`src/rtl/slave_mem_responder.sv`:
```
// Memory-backed slave for the crossbar: registered IDLE/WAIT/ACK handshake,
// fixed or LFSR-driven wait states, and saturating read/write counters.
module slave_mem_responder #(
    parameter int         MEM_DEPTH   = 16,
    parameter int         WAIT_CYCLES = 1,
    parameter bit         RANDOM_WAIT = 1'b0,
    parameter logic [7:0] LFSR_SEED   = 8'hA5
) (
    input  logic        clk,
    input  logic        reset,
    input  logic        slave_req,
    input  logic [31:0] slave_addr,
    input  logic        slave_cmd,
    input  logic [31:0] slave_wdata,
    output logic        slave_ack,
    output logic [31:0] slave_rdata,
    output logic        busy,
    output logic [15:0] wr_cnt,
    output logic [15:0] rd_cnt
);
    localparam int AW = $clog2(MEM_DEPTH);

    typedef enum logic [1:0] {
        S_IDLE,
        S_WAIT,
        S_ACK
    } state_t;

    state_t        r_state;
    state_t        w_next;
    logic [3:0]    r_wcnt;
    logic [3:0]    w_wcnt_nxt;
    logic [3:0]    w_wait;
    logic          w_latch;
    logic          w_done;
    logic [AW-1:0] r_idx;
    logic          r_cmd;
    logic [31:0]   r_wdata;
    logic [7:0]    r_lfsr;
    logic [7:0]    w_lfsr_nxt;
    logic [31:0]   r_mem [MEM_DEPTH];
    logic [31:0]   r_rdata;
    logic [15:0]   r_wr_cnt;
    logic [15:0]   r_rd_cnt;
    logic          w_unused_addr;

    // Upper and byte-lane address bits alias by design.
    assign w_unused_addr = ^{slave_addr[31:AW+2], slave_addr[1:0]};

    assign w_lfsr_nxt = {r_lfsr[6:0],
                         r_lfsr[7] ^ r_lfsr[5] ^ r_lfsr[4] ^ r_lfsr[3]};
    assign w_wait = RANDOM_WAIT ? {2'b00, r_lfsr[1:0]}
                                : 4'(WAIT_CYCLES);

    always_comb begin
        w_next     = r_state;
        w_wcnt_nxt = r_wcnt;
        w_latch    = 1'b0;
        w_done     = 1'b0;
        unique case (r_state)
            S_IDLE: begin
                if (slave_req) begin
                    w_latch = 1'b1;
                    if (w_wait == 4'd0) begin
                        w_next = S_ACK;
                    end else begin
                        w_next     = S_WAIT;
                        w_wcnt_nxt = w_wait - 4'd1;
                    end
                end
            end
            S_WAIT: begin
                if (!slave_req) begin
                    w_next = S_IDLE;
                end else if (r_wcnt == 4'd0) begin
                    w_next = S_ACK;
                end else begin
                    w_wcnt_nxt = r_wcnt - 4'd1;
                end
            end
            S_ACK: begin
                w_next = S_IDLE;
                w_done = 1'b1;
            end
            default: w_next = S_IDLE;
        endcase
    end

    always_ff @(posedge clk) begin
        if (reset) begin
            r_state  <= S_IDLE;
            r_wcnt   <= 4'd0;
            r_idx    <= '0;
            r_cmd    <= 1'b0;
            r_wdata  <= 32'd0;
            r_lfsr   <= LFSR_SEED;
            r_rdata  <= 32'd0;
            r_wr_cnt <= 16'd0;
            r_rd_cnt <= 16'd0;
        end else begin
            r_state <= w_next;
            r_wcnt  <= w_wcnt_nxt;
            r_lfsr  <= w_lfsr_nxt;
            if (w_latch) begin
                r_idx   <= slave_addr[AW+1:2];
                r_cmd   <= slave_cmd;
                r_wdata <= slave_wdata;
            end
            if (w_done && !r_cmd) begin
                r_rdata <= r_mem[r_idx];
            end
            if (w_done && r_cmd && r_wr_cnt != 16'hFFFF) begin
                r_wr_cnt <= r_wr_cnt + 16'd1;
            end
            if (w_done && !r_cmd && r_rd_cnt != 16'hFFFF) begin
                r_rd_cnt <= r_rd_cnt + 16'd1;
            end
        end
    end

    always_ff @(posedge clk) begin
        if (reset) begin
            for (int i = 0; i < MEM_DEPTH; i++) begin
                r_mem[i] <= 32'd0;
            end
        end else if (w_done && r_cmd) begin
            r_mem[r_idx] <= r_wdata;
        end
    end

    assign slave_ack   = (r_state == S_ACK);
    assign busy        = (r_state != S_IDLE);
    assign slave_rdata = r_rdata;
    assign wr_cnt      = r_wr_cnt;
    assign rd_cnt      = r_rd_cnt;

endmodule

```
`config.mk`:
```
export PLATFORM = sky130hd
export DESIGN_NAME = slave_mem_responder
export DESIGN_NICKNAME = d
export VERILOG_FILES = /design/src/rtl/slave_mem_responder.sv
export SDC_FILE = /design/constraint.sdc
export NUM_CORES = 1
export LEC_CHECK = 0
export ABC_AREA = 0
export ABC_CLOCK_PERIOD_IN_PS = 2300
export CAP_MARGIN = 20
export CELL_PAD_IN_SITES_DETAIL_PLACEMENT = 1
export CELL_PAD_IN_SITES_GLOBAL_PLACEMENT = 1
export CORE_MARGIN = 2
export CORE_UTILIZATION = 45
export CTS_CLUSTER_DIAMETER = 50
export DETAILED_ROUTE_END_ITERATION = 10
export HOLD_SLACK_MARGIN = 0.06
export MAX_ROUTING_LAYER = met4
export PLACE_DENSITY_LB_ADDON = 0.1
export SETUP_SLACK_MARGIN = 0.3
export SLEW_MARGIN = 20
export SYNTH_ARGS = -nofsm -noshare
export SYNTH_HDL_FRONTEND = slang
export SYNTH_SLANG_ARGS = --single-unit
```
`constraint.sdc`:
```
create_clock -name clk -period 2.3 [get_ports clk]
set_input_delay 0.46 -clock clk [delete_from_list [all_inputs] [get_ports clk]]
set_output_delay 0.46 -clock clk [all_outputs]
set_load 0.02 [all_outputs]
```
==> summary.md, run 1 <==
| Metric | Value |
|---|---|
| Final GP Congestion | `0.8262` |
| Dpl hpwl | `51,280 µm` |
| Synthesized flop and latch total | `619` |
| # diodes | `0` |
| Setup_tns | `0 ns` |
| TritonCTS Buffers | `79` |
| Chip Height | `250.3 µm` |
| Final wirelength | `93,400 µm` |
| Worst Path Max Fanout | `5` |
| Logic pwr share | `7.8%` |
| Width of the chip | `250.3 µm` |
| CP Data Required Time | `2.78 ns` |
| Final hold vios | `0` |
| Routed vias | `18,580` |
| Synth Flop Type | `edfxtp_1` |
| CTS tree | `built` |
| Part of the power in registers | `46.6%` |
| Drt drc | `0` |
| Yosys warning count | `0` |
| Row count | `90` |
| Max-Cap Viols | `0` |
| DR pass1 iterations | `5` |
| Die footprint | `62,650 µm²` |
| Netlist cell types | `53` |
| Reg2reg setup slack | `0.04 ns` |
| Vias in the first global route | `19,190` |
| Cell internal pwr | `21.05 mW` |
| Min Tclk post-route | `2.259 ns` |
| Clock latency on the worst-skew pair | `0.63 ns` |
| Sw Share | `23.24%` |
| Global-route wire length before repair | `127,700 µm` |
| Fmax | `442.6 MHz` |
| Hold_buf cts | `0` |
| Remaining Overflow, GRT | `0` |
| Clock-pin slew on the worst setup and hold paths | `0.05 ns` |
| Vias/cell | `5.916` |
| Largest net degree at the start of global routing | `140` |
| Tot GR Track Use | `28.67%` |
| Worst Max-Slew Pin Slew | `0.7762 ns` |
| Post-synthesis net count | `2,117` |
| Area grow syn2layout | `30.17%` |
| Worst slew margin | `48.18%` |
| Setup WS post-layout | `0.04087 ns` |
| Initial antenna violation count | `2` |
| H-Tree Depth | `3` |
| Crit-path cells | `buf_4, buf_6, buf_16, mux4_2, a22o_1, nor4_2, buf_4, nor3_2` |
| Type of the worst setup path | `reg2reg` |
| Io pins | `134` |
| Clock Sinks | `619` |
| Largest stage delay on the critical path | `0.51 ns` |
| WP data arrival | `2.74 ns` |
| CP most frequent cell | `buf_4` |
| Dpl ws | `-0.2439 ns` |
| Leakage Power | `13.46 nW` |
| Switching power | `6.373 mW` |
| Hold path depth | `3` |
| Finish-stage setup viols | `0` |
| Pwr/cell area | `771.7 nW/µm²` |
| Clk_skew | `0.02415 ns` |
| Root buf cell | `clkbuf_16` |
| Synth Cell Area | `27,300 µm²` |
| Register area share after synthesis | `64.17%` |
| Routed Antenna Nets | `0` |
| RSZ-0062 raised after global routing | `true` |
| Starting Density | `45.39%` |
| Clk pwr share | `45.6%` |
| Critical Path End Type | `register` |
| Worst setup SP type | `register` |
| Final Cycle Share | `98.22%` |
| # nets final | `2,367` |
| Critical path's slowest cell | `mux4_2` |
| Final hold slack | `0.3971 ns` |
| Max VDD drop | `0.0005348 V` |
| Cells after synthesis | `2,045` |
| Core Region | `60,130 µm²` |
| I/O Buffers | `105` |
| Final core occ | `59.09%` |
| Commonest non-fill, non-tap cell in the layout | `edfxtp_1` |
| Mapped Avg Cell Area | `13.35 µm²` |
| Hold WC Path Type | `in2reg` |
| Slew Limit Fails | `0` |
| Synth async-reset ratio | `0%` |
| 1st-iter DRT viols | `1,621` |
| Outcome | `completed` |
| Per-cell routed wire length | `29.73 µm` |
| Most frequent cells in the layout | `512 x edfxtp_1, 505 x and2_1, 128 x mux2i_1, 105 x clkbuf_16, 101 x dfxtp_1` |
| Clk buf depth | `3` |
| Post-synth EDFFs | `512` |
| Layout cell share with drive strength beyond 1 | `23.40%` |
| R2R cell count | `8` |
==> logic make-up (layout without fill, tap and decap cells) <==
logic type               Yosys count  after routing  synth area share (%)
flip-flops                       619            619                 64.17
AND/OR/NAND/NOR                  858            858                 18.13
AO/OA/AOI/OAI                    179            179                 4.240
XOR/XNOR                           2              2               0.06418
buffers and inverters            174            488                 2.549
adder cells (fa/ha/maj)            4              4                0.1834
multiplexers                     209            209                 10.66
==> path summary, 6_finish.rpt <==
path | start | end
setup / recovery | r_idx[1] | slave_rdata[26]
hold / removal | slave_addr[4] | r_idx[2]
setup reg to reg | r_idx[1] | slave_rdata[26]
hold reg to reg | slave_rdata[5] | slave_rdata[5]
==> per-stage QoR <==
| step | cell area (µm²) | instances | power (mW) |
|---|---|---|---|
| 2_1_floorplan | 27350 | 2045 | 13.75 |
| 3_3_place_gp | 30380 | 2898 | 14.58 |
| 3_5_place_dp | 30380 | 2898 | 14.64 |
| 4_1_cts | 33930 | 3079 | 27.22 |
| 5_1_grt | 35530 | 3141 | 28.10 |
| 6_report | 35530 | 3141 | 27.42 |
==> synth_stat cells, types with 9 or more instances <==
cell type	number	share of area (%)
nor3_1	41	0.75
nand2_1	95	1.3
dfxtp_1	107	7.8
inv_1	9	0.12
nor4_1	36	0.83
a22o_1	31	0.99
clkbuf_1	132	1.8
mux4_2	64	5.3
or2_2	17	0.39
nand4_1	9	0.21
buf_2	25	0.46
nor2b_1	16	0.37
and2_1	516	12
mux2_2	14	0.58
mux2i_1	131	4.8
nand3_1	13	0.24
o22ai_1	62	1.4
nor2_1	71	0.98
edfxtp_1	512	56
a21oi_1	53	0.97
==> layer usage <==
metal	vias to the layer above	wire length, µm	GRT usage [%]
li1	7958	-	-
met3	183	5455	4.624
met2	711	46700	48.19
met5	-	0	-
met1	9730	37870	35.88
met4	0	3368	8.486
==> repair_timing <==
item / 4_1_cts / 5_1_grt
setup endpoints to repair: 917 / 982
pin swaps: 39 / 32
resized for setup: 125 / 150
buffers inserted: 26 / 37
gates cloned: 10 / 25
==> worst max-delay path: cells and delay by family (launching register included) <==
family                 cells  cell delay, ns
and+or+nand+nor            2            0.33
AOI/OAI and AO/OA          1            0.25
muxes                      1            0.51
DFF                        1            0.43
buffers and inverters      4            0.60
==> power by group through the flow <==
| stage | sequential (mW) | combinational (mW) | clock, mW |
|---|---|---|---|
| final | 12.8 | 2.14 | 12.5 |
| after global routing | 12.8 | 2.22 | 13.1 |
| after detailed placement | 13.0 | 1.65 | 0 |
| after floorplan | 12.8 | 0.937 | 0 |
| after global placement | 13.0 | 1.63 | 0 |
| after CTS | 12.8 | 1.88 | 12.6 |
==> flip-flops by register name, indices dropped and copies added, names as in the netlist <==
signal       flops
r_idx            4
r_wdata         32
r_mem          512
r_state          2
rd_cnt          16
slave_rdata     32
r_cmd            1
r_wcnt           4
wr_cnt          16
==> final cells by class <==
cell class	instances	area, µm²
multi-input cells	1252	9871
clock buffers	107	2227
repair buffers	334	4487
flip-flops and latches	619	17530
clock inverters	38	406.6
inverters	9	33.78
well taps	782	978.4
fillers	5681	24600
No activity file was read; power rests on OpenSTA's default activity.
==> inputs of run 2 (changes only) <==
REMOVE_ABC_BUFFERS = 1   (was default)
SKIP_LAST_GASP = 1   (was default)
==> summary.md, run 2 (synthesis gave the netlist of run 1 again) <==
| Metric | Value |
|---|---|
| CP most frequent cell | `buf_12` |
| Largest stage delay on the critical path | `0.46 ns` |
| Final Cycle Share | `95.38%` |
| I/O Buffers | `105` |
| Area grow syn2layout | `28.39%` |
| Core Region | `60,130 µm²` |
| Remaining Overflow, GRT | `0` |
| Slew Limit Fails | `0` |
| Clk_skew | `0.02549 ns` |
| Most frequent cells in the layout | `512 x edfxtp_1, 499 x and2_1, 127 x mux2i_1, 102 x buf_4, 100 x dfxtp_1` |
| 1st-iter DRT viols | `1,385` |
| Outcome | `completed` |
| Finish-stage setup viols | `0` |
| Reg area | `17,530 µm²` |
| Starting Density | `45.39%` |
| Vias in the first global route | `18,810` |
| Hold WC Path Type | `in2reg` |
| DR pass1 iterations | `5` |
| Routed Antenna Nets | `0` |
| Final hold slack | `0.3974 ns` |
| Max VDD drop | `0.0004718 V` |
| Worst slew margin | `43.50%` |
| Critical path's slowest cell | `or3b_4` |
| Commonest non-fill, non-tap cell in the layout | `edfxtp_1` |
| Largest net degree at the start of global routing | `67` |
| Drt drc | `0` |
| Die footprint | `62,650 µm²` |
| H-Tree Depth | `3` |
| Worst Max-Slew Pin Slew | `0.8455 ns` |
| CTS tree | `built` |
| Per-cell routed wire length | `27.06 µm` |
| Layout cell share with drive strength beyond 1 | `23.32%` |
| Final hold vios | `0` |
| Global-route wire length before repair | `121,600 µm` |
| Row count | `90` |
| Final wirelength | `84,740 µm` |
| Width of the chip | `250.3 µm` |
| Leakage Power | `13.34 nW` |
| Clock Sinks | `619` |
| Final GP Congestion | `0.8315` |
| Dpl ws | `-0.2778 ns` |
| Routed vias | `17,980` |
| CP Data Required Time | `2.61 ns` |
| Worst Path Max Fanout | `8` |
| Root buf cell | `clkbuf_16` |
| Clock latency on the worst-skew pair | `0.61 ns` |
| Clk buf depth | `3` |
| Met2 routed WL | `42,660 µm` |
| Max-Cap Viols | `0` |
| Tot GR Track Use | `27.24%` |
| Met3 WL | `4840 µm` |
| WP data arrival | `2.51 ns` |
| Uppermost routed layer | `met4` |
| Io pins | `134` |
| Largest reg by FF count | `r_mem` |
| Worst setup SP type | `register` |
| Critical Path End Type | `register` |
| Chip Height | `250.3 µm` |
| Vias/cell | `5.743` |
| RSZ-0062 raised after global routing | `true` |
| Dpl hpwl | `49,110 µm` |
| Fmax | `455.8 MHz` |
| Pwr/cell area | `754.6 nW/µm²` |
| Setup WS post-layout | `0.1062 ns` |
| TritonCTS Buffers | `76` |
| Initial antenna violation count | `4` |
| Area of the multi-input gates | `9812 µm²` |
| Met1 wire length | `35,050 µm` |
| # nets final | `2,356` |
| Layout filler cell count | `5,752` |
| Number of flip-flops in the largest register | `512` |
| Type of the worst setup path | `reg2reg` |
| Crit-path cells | `buf_12, buf_12, buf_16, or3b_4, nor2_4, or2_4, buf_12, buf_16` |
| Min Tclk post-route | `2.194 ns` |
| Total design power | `26.45 mW` |
| Clock-pin slew on the worst setup and hold paths | `0.06 ns` |
## run 2: changes by cell type in the layout (fill, tap and decap cells not counted), moves of 4 or more
cell | previous run | this run
or2_4 | 13 | 6
bufinv_16 | 7 | 0
dlymetal6s2s_1 | 26 | 31
and2_1 | 505 | 499
buf_6 | 20 | 16
buf_16 | 10 | 17
clkbuf_8 | 6 | 12
dlygate4sd2_1 | 38 | 33
clkinv_1 | 9 | 5
or2_2 | 4 | 11
clkbuf_16 | 105 | 91
and2_4 | 10 | 16
buf_12 | 74 | 69
buf_4 | 92 | 102
## run 2: power by group
part	internal [mW]	leakage (nW)	total, mW	switching (mW)
Combinational	0.978	5.97	2.08	1.10
Sequential	12.5	6.17	12.8	0.301
Clock	6.87	1.19	11.6	4.74
Total	20.3	13.3	26.4	6.14
## run 2: layout make-up
class                      count  area share (%)
antenna                        3         0.02142
clock buffer                 114           6.480
clock inverter                26          0.5070
inverter                       9         0.09639
multi-input combinational   1252           28.00
sequential                   619           50.03
tap                          782           2.792
timing repair buffer         326           12.08
## run 2: metal layers
layer  vias to the layer above  global-route usage (%)
met5                         -                       -
met4                         0                   7.819
met3                       135                   5.851
met2                       508                   45.43
met1                      9398                   33.53
li1                       7941                       -
## run 2: per-stage QoR
| step | cell area [µm²] | instances | TNS, ns | utilization [%] |
|---|---|---|---|---|
| 6_report | 35050 | 3131 | 0 | 58.28 |
| 5_1_grt | 35040 | 3130 | 0 | 58.28 |
| 4_1_cts | 34090 | 3091 | 0 | 56.69 |
| 3_5_place_dp | 30310 | 2899 | -1.280 | 50.41 |
| 3_3_place_gp | 30310 | 2899 | -0.6339 | 50.41 |
| 2_1_floorplan | 26630 | 1880 | -6777.91 | - |
## run 2: what timing repair did
action                                  in CTS  in global routing
gates cloned                                15                 12
hold endpoints to repair                     0                  0
hold buffers                                 0                  0
pin swaps                                   51                 23
setup buffers                               37                 25
endpoints found under the setup margin    1101                701
resized for setup                          151                115
## run 2: critical path, delay by kind of cell, from the launching register on
kind	cells	cell delay, ns
buffers and inverters	5	0.66
and+or+nand+nor	3	0.85
DFF	1	0.35
## run 2: final timing paths
path,start,endpoint,slack (ns),cells after the start
worst max-delay path,r_idx[1],r_mem[8][7],0.11,8
worst min-delay path,slave_addr[3],r_idx[1],0.40,3
worst max register to register,r_idx[1],r_mem[8][7],0.11,8
worst min register to register,slave_rdata[22],slave_rdata[22],0.49,2
==> inputs of run 3 (changes only) <==
TNS_END_PERCENT = 1   (was default)
==> summary.md, run 3 (synthesis gave the netlist of run 1 again) <==
| Metric | Value |
|---|---|
| Starting Density | `45.39%` |
| Row count | `90` |
| Min Tclk post-route | `2.205 ns` |
| Crit path launch | `r_idx[1]` |
| Io pins | `134` |
| Root buf cell | `clkbuf_16` |
| # nets final | `2,285` |
| TritonCTS Buffers | `76` |
| Final hold vios | `0` |
| Drt drc | `0` |
| Type of the worst setup path | `reg2reg` |
| Reg2reg setup slack | `0.1 ns` |
| Per-cell routed wire length | `25.60 µm` |
| RSZ-0062 raised after global routing | `true` |
| Remaining Overflow, GRT | `0` |
| CP Depth | `8` |
| Sw Share | `22.82%` |
| Clk pwr share | `44.2%` |
| Number of flip-flops in the largest register | `512` |
| CP Data Required Time | `2.78 ns` |
| Logic pwr share | `6.9%` |
| Largest stage delay on the critical path | `0.51 ns` |
| Outcome | `completed` |
| Clk buf depth | `3` |
| Largest net degree at the start of global routing | `67` |
| 1st-iter DRT viols | `1,280` |
| Fmax | `453.6 MHz` |
| Clk_skew | `0.02314 ns` |
| H-Tree Depth | `3` |
| Routed Antenna Nets | `0` |
| Largest reg by FF count | `r_mem` |
| CP delay by family, top | `buffers and inverters` |
| Area grow syn2layout | `22.42%` |
| Worst Max-Slew Pin Slew | `0.7491 ns` |
| Core Region | `60,130 µm²` |
| Final hold slack | `0.3953 ns` |
| WP data arrival | `2.68 ns` |
| Part of the power in registers | `48.9%` |
| Crit-path cells | `buf_12, buf_6, buf_16, mux4_2, a22o_4, nor4_4, buf_4, nor3_1` |
| WP buf/inv | `4` |
| Worst r2r dst | `slave_rdata[5]` |
| Max-Cap Viols | `0` |
| Worst slew margin | `49.94%` |
| Finish-stage setup viols | `0` |
| CTS tree | `built` |
| Vias/cell | `5.683` |
| Width of the chip | `250.3 µm` |
| Die footprint | `62,650 µm²` |
| Hold_buf cts | `0` |
| Final GP Congestion | `0.8315` |
| Switching power | `5.950 mW` |
| Clock latency on the worst-skew pair | `0.61 ns` |
| Final wirelength | `78,350 µm` |
| Worst Path Max Fanout | `6` |
| Initial antenna violation count | `3` |
| Critical Path End Type | `register` |
| Final Cycle Share | `95.86%` |
| Tot GR Track Use | `26.33%` |
| Chip Height | `250.3 µm` |
| DR pass1 iterations | `5` |
| Reg2Reg Launch Point | `r_idx[1]` |
| Setup_tns | `0 ns` |
| Global-route wire length before repair | `118,100 µm` |
| R2R cell count | `8` |
| Setup crit end | `slave_rdata[5]` |
| Hold WC Path Type | `in2reg` |
| Routed vias | `17,390` |
| Pwr/cell area | `780.4 nW/µm²` |
| Leakage Power | `11.97 nW` |
| Dpl hpwl | `49,110 µm` |
| Vias in the first global route | `18,550` |
| Max VDD drop | `0.0004686 V` |
| Final core occ | `55.57%` |
| Commonest non-fill, non-tap cell in the layout | `and2_1` |
| I/O Buffers | `105` |
| Cell internal pwr | `20.13 mW` |
| Slew Limit Fails | `0` |
| Clock Sinks | `619` |
| Most frequent cells in the layout | `515 x and2_1, 512 x edfxtp_1, 131 x mux2i_1, 101 x dfxtp_1, 100 x clkdlybuf4s50_1` |
| Layout cell share with drive strength beyond 1 | `18.68%` |
| Clock-pin slew on the worst setup and hold paths | `0.06 ns` |
| Critical path's slowest cell | `mux4_2` |
| Worst setup SP type | `register` |
run 3: changes by cell type in the layout (fill, tap and decap cells not counted), moves of 14 or more:
cell | previous run | this run
clkdlybuf4s50_1 | 38 | 100
dlygate4sd2_1 | 33 | 1
dlymetal6s2s_1 | 31 | 1
buf_12 | 69 | 51
and2_1 | 499 | 515
and2_4 | 16 | 0
buf_4 | 102 | 88
run 3: worst min path at each step:
stage / slack [ns] / from / end / cells past startpoint
after detailed placement: 0.48 / slave_rdata[22] / slave_rdata[22] / 2
after global routing: 0.39 / slave_wdata[19] / r_wdata[19] / 3
after floorplan: 0.49 / r_cmd / r_cmd / 2
final: 0.40 / slave_addr[3] / r_idx[1] / 3
after CTS: 0.37 / slave_wdata[19] / r_wdata[19] / 3
after global placement: 0.48 / slave_rdata[25] / slave_rdata[25] / 2
run 3: area by class of cell:
cell class	count	area, µm²
clock buffers	114	2271
flip-flops and latches	619	17530
multi-input cells	1252	9464
clock inverters	26	177.7
repair buffers	255	2952
fillers	5844	26720
inverters	9	33.78
diodes	3	7.507
well taps	782	978.4
run 3: timing repair:
action / CTS / global route
resized for setup: 61 / 15
setup endpoints to repair: 1101 / 1089
gates cloned: 4 / 0
pin swaps: 11 / 10
setup buffers: 11 / 3
run 3: through the flow:
| stage | power [mW] | instance area [µm²] | worst slack [ns] | cells |
|---|---|---|---|---|
| after floorplan | 13.80 | 26630 | -7.330 | 1880 |
| after global placement | 14.57 | 30310 | -0.2460 | 2899 |
| after detailed placement | 14.64 | 30310 | -0.2778 | 2899 |
| after CTS | 26.30 | 33280 | 0.09294 | 3054 |
| after global routing | 26.88 | 33410 | 0.05295 | 3059 |
| final | 26.08 | 33420 | 0.09533 | 3060 |
run 3: routing by layer:
metal	vias up	GRT usage, %	share of wire [%]
met2	470	43.71	50
li1	7794	-	-
met1	9009	33.38	41
met5	-	-	0
met4	0	7.015	2.2
met3	116	4.832	6.0
run 3: worst reg2reg max path, stage by stage (launching register included):
cell	delay [ns]
dfxtp_4	0.43
buf_12	0.16
buf_6	0.12
buf_16	0.13
mux4_2	0.51
a22o_4	0.29
nor4_4	0.26
buf_4	0.15
nor3_1	0.04
run 3: power by group through the flow:
stage	combinational (mW)	clock (mW)	sequential (mW)
after floorplan	0.843	0	13.0
after global placement	1.62	0	12.9
after global routing	1.90	12.2	12.8
final	1.79	11.5	12.7
after detailed placement	1.65	0	13.0
after CTS	1.79	11.8	12.8
